==> src/rtl/bin_xs3_seq.sv <==
// Sequential binary-to-BCD/excess-3 converter (shift-add-3, one bit per clock).
// Optional macro BIN_XS3_LZ_BLANK_EN blanks XS3 digits above the leading nonzero BCD digit.
module bin_xs3_seq #(
    parameter int BIN_W  = 8,
    parameter int DIGITS = 3
) (
    input  logic                  clk,
    input  logic                  rst_n,
    input  logic                  start,
    input  logic [BIN_W-1:0]      bin_in,
    output logic                  busy,
    output logic                  done,
    output logic [4*DIGITS-1:0]   bcd_out,
    output logic [4*DIGITS-1:0]   xs3_out,
    output logic                  overflow
);

    localparam int BCD_W = 4 * DIGITS;
    localparam int CNT_W = $clog2(BIN_W + 1);

    // Handshake: start is accepted only in IDLE or DONE; busy covers the shift
    // cycles and done is a single-cycle pulse coinciding with updated results.
    typedef enum logic [1:0] {
        IDLE  = 2'd0,
        SHIFT = 2'd1,
        DONE  = 2'd2
    } state_e;

    state_e             state_q, state_d;
    logic [BIN_W-1:0]   bin_q, bin_d;
    logic [BCD_W-1:0]   work_q, work_d;
    logic [CNT_W-1:0]   cnt_q, cnt_d;
    logic               ovf_acc_q, ovf_acc_d;
    logic [BCD_W-1:0]   bcd_q, bcd_d;
    logic [BCD_W-1:0]   xs3_q, xs3_d;
    logic               ovf_q, ovf_d;

    logic [BCD_W-1:0]   adj;
    logic [BCD_W-1:0]   shifted_work;
    logic               shift_out;
    logic [BCD_W-1:0]   xs3_next;
    logic               seen_nz;
    logic [3:0]         digit;

    // Add-3 correction, then the {BCD, binary} shift; the bit leaving the top digit is lost.
    always_comb begin
        adj = work_q;
        for (int i = 0; i < DIGITS; i++) begin
            if (work_q[4*i +: 4] >= 4'd5) begin
                adj[4*i +: 4] = work_q[4*i +: 4] + 4'd3;
            end
        end
        shifted_work = {adj[BCD_W-2:0], bin_q[BIN_W-1]};
        shift_out    = adj[BCD_W-1];
    end

    // Excess-3 encoding of the value the final shift will produce.
    always_comb begin
        xs3_next = '0;
        seen_nz  = 1'b0;
        digit    = 4'd0;
        for (int i = DIGITS - 1; i >= 0; i--) begin
            digit = shifted_work[4*i +: 4];
            if (digit != 4'd0) begin
                seen_nz = 1'b1;
            end
            xs3_next[4*i +: 4] = digit + 4'd3;
`ifdef BIN_XS3_LZ_BLANK_EN
            if (!seen_nz && (i != 0)) begin
                xs3_next[4*i +: 4] = 4'b0000;
            end
`endif
        end
    end

    always_comb begin
        state_d   = state_q;
        bin_d     = bin_q;
        work_d    = work_q;
        cnt_d     = cnt_q;
        ovf_acc_d = ovf_acc_q;
        bcd_d     = bcd_q;
        xs3_d     = xs3_q;
        ovf_d     = ovf_q;
        case (state_q)
            IDLE, DONE: begin
                if (start) begin
                    bin_d     = bin_in;
                    work_d    = '0;
                    ovf_acc_d = 1'b0;
                    cnt_d     = CNT_W'(BIN_W);
                    state_d   = SHIFT;
                end else begin
                    state_d   = IDLE;
                end
            end
            SHIFT: begin
                work_d    = shifted_work;
                bin_d     = bin_q << 1;
                ovf_acc_d = ovf_acc_q | shift_out;
                cnt_d     = cnt_q - CNT_W'(1);
                if (cnt_q == CNT_W'(1)) begin
                    bcd_d   = shifted_work;
                    xs3_d   = xs3_next;
                    ovf_d   = ovf_acc_q | shift_out;
                    state_d = DONE;
                end
            end
            default: state_d = IDLE;
        endcase
    end

    always_ff @(posedge clk) begin
        if (!rst_n) begin
            state_q   <= IDLE;
            bin_q     <= '0;
            work_q    <= '0;
            cnt_q     <= '0;
            ovf_acc_q <= 1'b0;
            bcd_q     <= '0;
            xs3_q     <= '0;
            ovf_q     <= 1'b0;
        end else begin
            state_q   <= state_d;
            bin_q     <= bin_d;
            work_q    <= work_d;
            cnt_q     <= cnt_d;
            ovf_acc_q <= ovf_acc_d;
            bcd_q     <= bcd_d;
            xs3_q     <= xs3_d;
            ovf_q     <= ovf_d;
        end
    end

    assign busy     = (state_q == SHIFT);
    assign done     = (state_q == DONE);
    assign bcd_out  = bcd_q;
    assign xs3_out  = xs3_q;
    assign overflow = ovf_q;

endmodule

==> config.mk <==
export PLATFORM = sky130hd
export DESIGN_NAME = bin_xs3_seq
export DESIGN_NICKNAME = d
export VERILOG_FILES = /design/src/rtl/bin_xs3_seq.sv
export SDC_FILE = /design/constraint.sdc
export NUM_CORES = 1
export LEC_CHECK = 0
export BUFFER_PORTS_ARGS = -buffer_cell sky130_fd_sc_hd__buf_2
export CAP_MARGIN = 20
export CORE_MARGIN = 2
export CORE_UTILIZATION = 56
export DETAILED_ROUTE_END_ITERATION = 10
export GPL_TIMING_DRIVEN = 0
export PLACE_DENSITY = 0.86
export SETUP_SLACK_MARGIN = 0.5
export SYNTH_ARGS = -nofsm -noshare
export SYNTH_HDL_FRONTEND = slang
export SYNTH_SLANG_ARGS = --single-unit
==> constraint.sdc <==
create_clock -name clk -period 2.3 [get_ports clk]
set_input_delay 0.46 -clock clk [delete_from_list [all_inputs] [get_ports clk]]
set_output_delay 0.46 -clock clk [all_outputs]
set_load 0.03 [all_outputs]
==> results.sh <==
export IMPL_switching_share_pct=25.72
export IMPL_critPathRequiredTime_ns=2.47
export IMPL_status="complete, no violations"
export IMPL_path_class="register to register"
export IMPL_start_util_pct=57.69
export IMPL_die_x_um=70.51
export IMPL_synth_top_area_share_pct=42.02
export IMPL_netlist_top_cells_area="dfxtp_1 (42%), nand2_1 (6.8%), nor2_1 (6.4%), a21oi_1 (5.7%), ha_1 (5.1%)"
export IMPL_final_cell_mix="nand2_1 (45), dfxtp_1 (45), nor2_1 (42)"
export IMPL_antenna_found_initial=0
export IMPL_ant_nets=0
export IMPL_seq_power_share_pct=55.0
export IMPL_intPower_uw=1278
export IMPL_drt_iter0_drc=195
export IMPL_fin_cells=413
export IMPL_htreeDepth=2
export IMPL_syn_cell_area_sq_um=2477
export IMPL_fmax_mhz=554.5
export IMPL_holdCritPathClass="primary input to register"
export IMPL_hold_ws_ns=0.4100
export IMPL_fp_dieH_um=70.51
export IMPL_cp_slowest_cell="a21boi_0"
export IMPL_gr_total_overflow=0
export IMPL_combPwrFrac_pct=12.9
export IMPL_wl_mm=6.679
export IMPL_num_rows=24
export IMPL_crit_chain="inv_1, ha_1, nand2b_1, a21boi_0, o21ai_0, nand3b_1, a21oi_1"
export IMPL_ys_seq_area_share_pct=42.02
export IMPL_die_area_sq_um=4972
export IMPL_wl_per_cell_um=16.17
export IMPL_ys_warn_count=0
export IMPL_worstMarginPinSlew_ns=0.6911
export IMPL_p_per_area_nw_per_um2=562.2
export IMPL_setup_viol=0
export IMPL_postSynthAreaPerCell_sq_um=8.096
export IMPL_cap_violations=0
export IMPL_clkPwrFrac_pct=32.1
export IMPL_finalHoldViolCount=0
export IMPL_p_sw_uw=442.6
export IMPL_syn_num_nets=327
export IMPL_cts_buffer_depth=2
export IMPL_power_leakage_uw=0.001201
export IMPL_synth_edff_count=0
export IMPL_cts_made_buffers=5
export IMPL_cpPeakStageDelay_ns=0.54
export IMPL_dp_cells=395
export IMPL_nNetsFinal=382
export IMPL_cts_tree="yes"
export IMPL_port_buffers=37
export IMPL_grt_total_usage_pct=26.32
export IMPL_start_kind="register"
export IMPL_rsz0062_at_grt="yes"
export IMPL_slew_headroom_pct=53.93
export IMPL_drc=0
export IMPL_synthArstFlopShare_pct=0
export IMPL_ir_drop_v=0.0003423
export IMPL_synthToLayoutAreaGrowth_pct=23.54
export IMPL_cts_sink_count=52
export IMPL_fin_skew_ns=0.005149
export IMPL_drv_slew=0
export IMPL_grt_max_degree=15
export IMPL_antenna_cells=0
export IMPL_root_buffer="clkbuf_8"
export IMPL_synth_top_area_cell="dfxtp_1"
export IMPL_fin_crit_sh_pct=78.41
export IMPL_clkLatencyLatePin_ns=0.31
export IMPL_grt_pass1_vias=2236
export IMPL_setup_worst_path_end_class="register"
export IMPL_vias=2469
export IMPL_place_congestion=0.9726
export IMPL_grt_pass1_wl_mm=10.39
export IMPL_drive_above_1_share_pct=29.09
export IMPL_synthFlopType="dfxtp_1"
export IMPL_avgViaCountPerCell=5.978
export IMPL_detailed_place_hpwl_mm=4.246
export IMPL_synth_cell_type_count=43
export IMPL_synth_seq_cells=52
export IMPL_drtPass1Iterations=5
export IMPL_crit_fanout=4
export IMPL_boundaryPins=38
export IMPL_worstPathArrival_ns=1.97
export IMPL_period_needed_ns=1.803
export IMPL_synth_cells=306
export IMPL_totalNegativeSetupSlack_ns=0
export IMPL_clk_transition_reported_paths_ns=0.09
export IMPL_coreArea_sq_um=4294
==> final timing paths <==
path | cells past startpoint | end | start | slack (ns)
setup reg to reg | 7 | xs3_out[10] | work_q[9] | 0.50
hold / removal | 3 | bin_q[2] | bin_in[2] | 0.41
hold reg to reg | 2 | xs3_out[10] | xs3_out[10] | 0.45
setup / recovery | 7 | xs3_out[10] | work_q[9] | 0.50
==> worst max-delay path: cells and delay by family, from the launching register on <==
family,cells,cell delay (ns)
compound gates,3,0.79
flops,1,0.35
simple gates,2,0.28
fa+ha+maj,1,0.19
buf+inv,1,0.06
==> power by group through the flow <==
stage	clock network (uW)	registers (uW)	logic, uW
global route	601	951	242
floorplan	0	977	135
CTS	559	949	208
detailed placement	0	969	201
finish	553	946	222
global placement	0	968	194
==> cells by family (layout without fill, tap and decap cells) <==
logic type / after synthesis / count (layout) / share of synthesized area (%)
AO/OA/AOI/OAI: 79 / 79 / 20.61
flip-flops: 52 / 52 / 42.02
AND/OR/NAND/NOR: 125 / 125 / 22.98
buffers and inverters: 31 / 86 / 5.454
XOR/XNOR: 7 / 7 / 3.030
multiplexers: 2 / 2 / 0.8586
adder cells (fa/ha/maj): 10 / 10 / 5.051
==> cell type report <==
class	count	area [sq um]
Buffer	18	97.59
Inverter	13	53.80
Tap cell	52	65.06
Sequential cell	52	1057
Clock buffer	7	96.34
Fill cell	317	1234
Multi-Input combinational cell	223	1416
Timing Repair Buffer	48	274.0
==> through the flow <==
| step | setup slack [ns] | area, sq um | power [uW] | util [%] |
|---|---|---|---|---|
| 3_5_place_dp | 0.2371 | 2728 | 1170 | 63.52 |
| 5_1_grt | 0.4217 | 3060 | 1794 | 71.27 |
| 4_1_cts | 0.4636 | 2930 | 1716 | 68.24 |
| 3_3_place_gp | 0.2670 | 2728 | 1162 | 63.52 |
| 2_1_floorplan | 0.5678 | 2477 | 1111 | - |
| 6_report | 0.4965 | 3060 | 1721 | 71.27 |
==> what timing repair did <==
item / in CTS / in global routing
endpoints found under the hold margin: 0 / 0
gates resized for setup: 14 / 32
pin swaps: 4 / 8
endpoints found under the setup margin: 8 / 20
buffers inserted: 7 / 4
hold buffers: 0 / 0
==> routing by layer <==
layer  global-route usage (%)  share of wire, %
met2                    44.03                50
met5                        0                 0
met3                    5.051               6.0
met1                    32.76                40
met4                    12.18               4.1
==> registers in the layout, indices dropped and copies added, names as in the netlist <==
signal,cells
xs3_out,12
state_q,2
cnt_q,4
bin_q,8
bcd_out,12
ovf_acc_q,1
overflow,1
work_q,12
==> cell usage after synthesis, drive strengths merged (7+ instances only) <==
cell and count:
a21oi 30, a22oi 8, a311oi 7, buf 10
clkbuf 8, dfxtp 52, ha 10, inv 13
nand2 46, nor2 43, nor3 9, o21ai 14
Power figures use the tool's default switching activity.
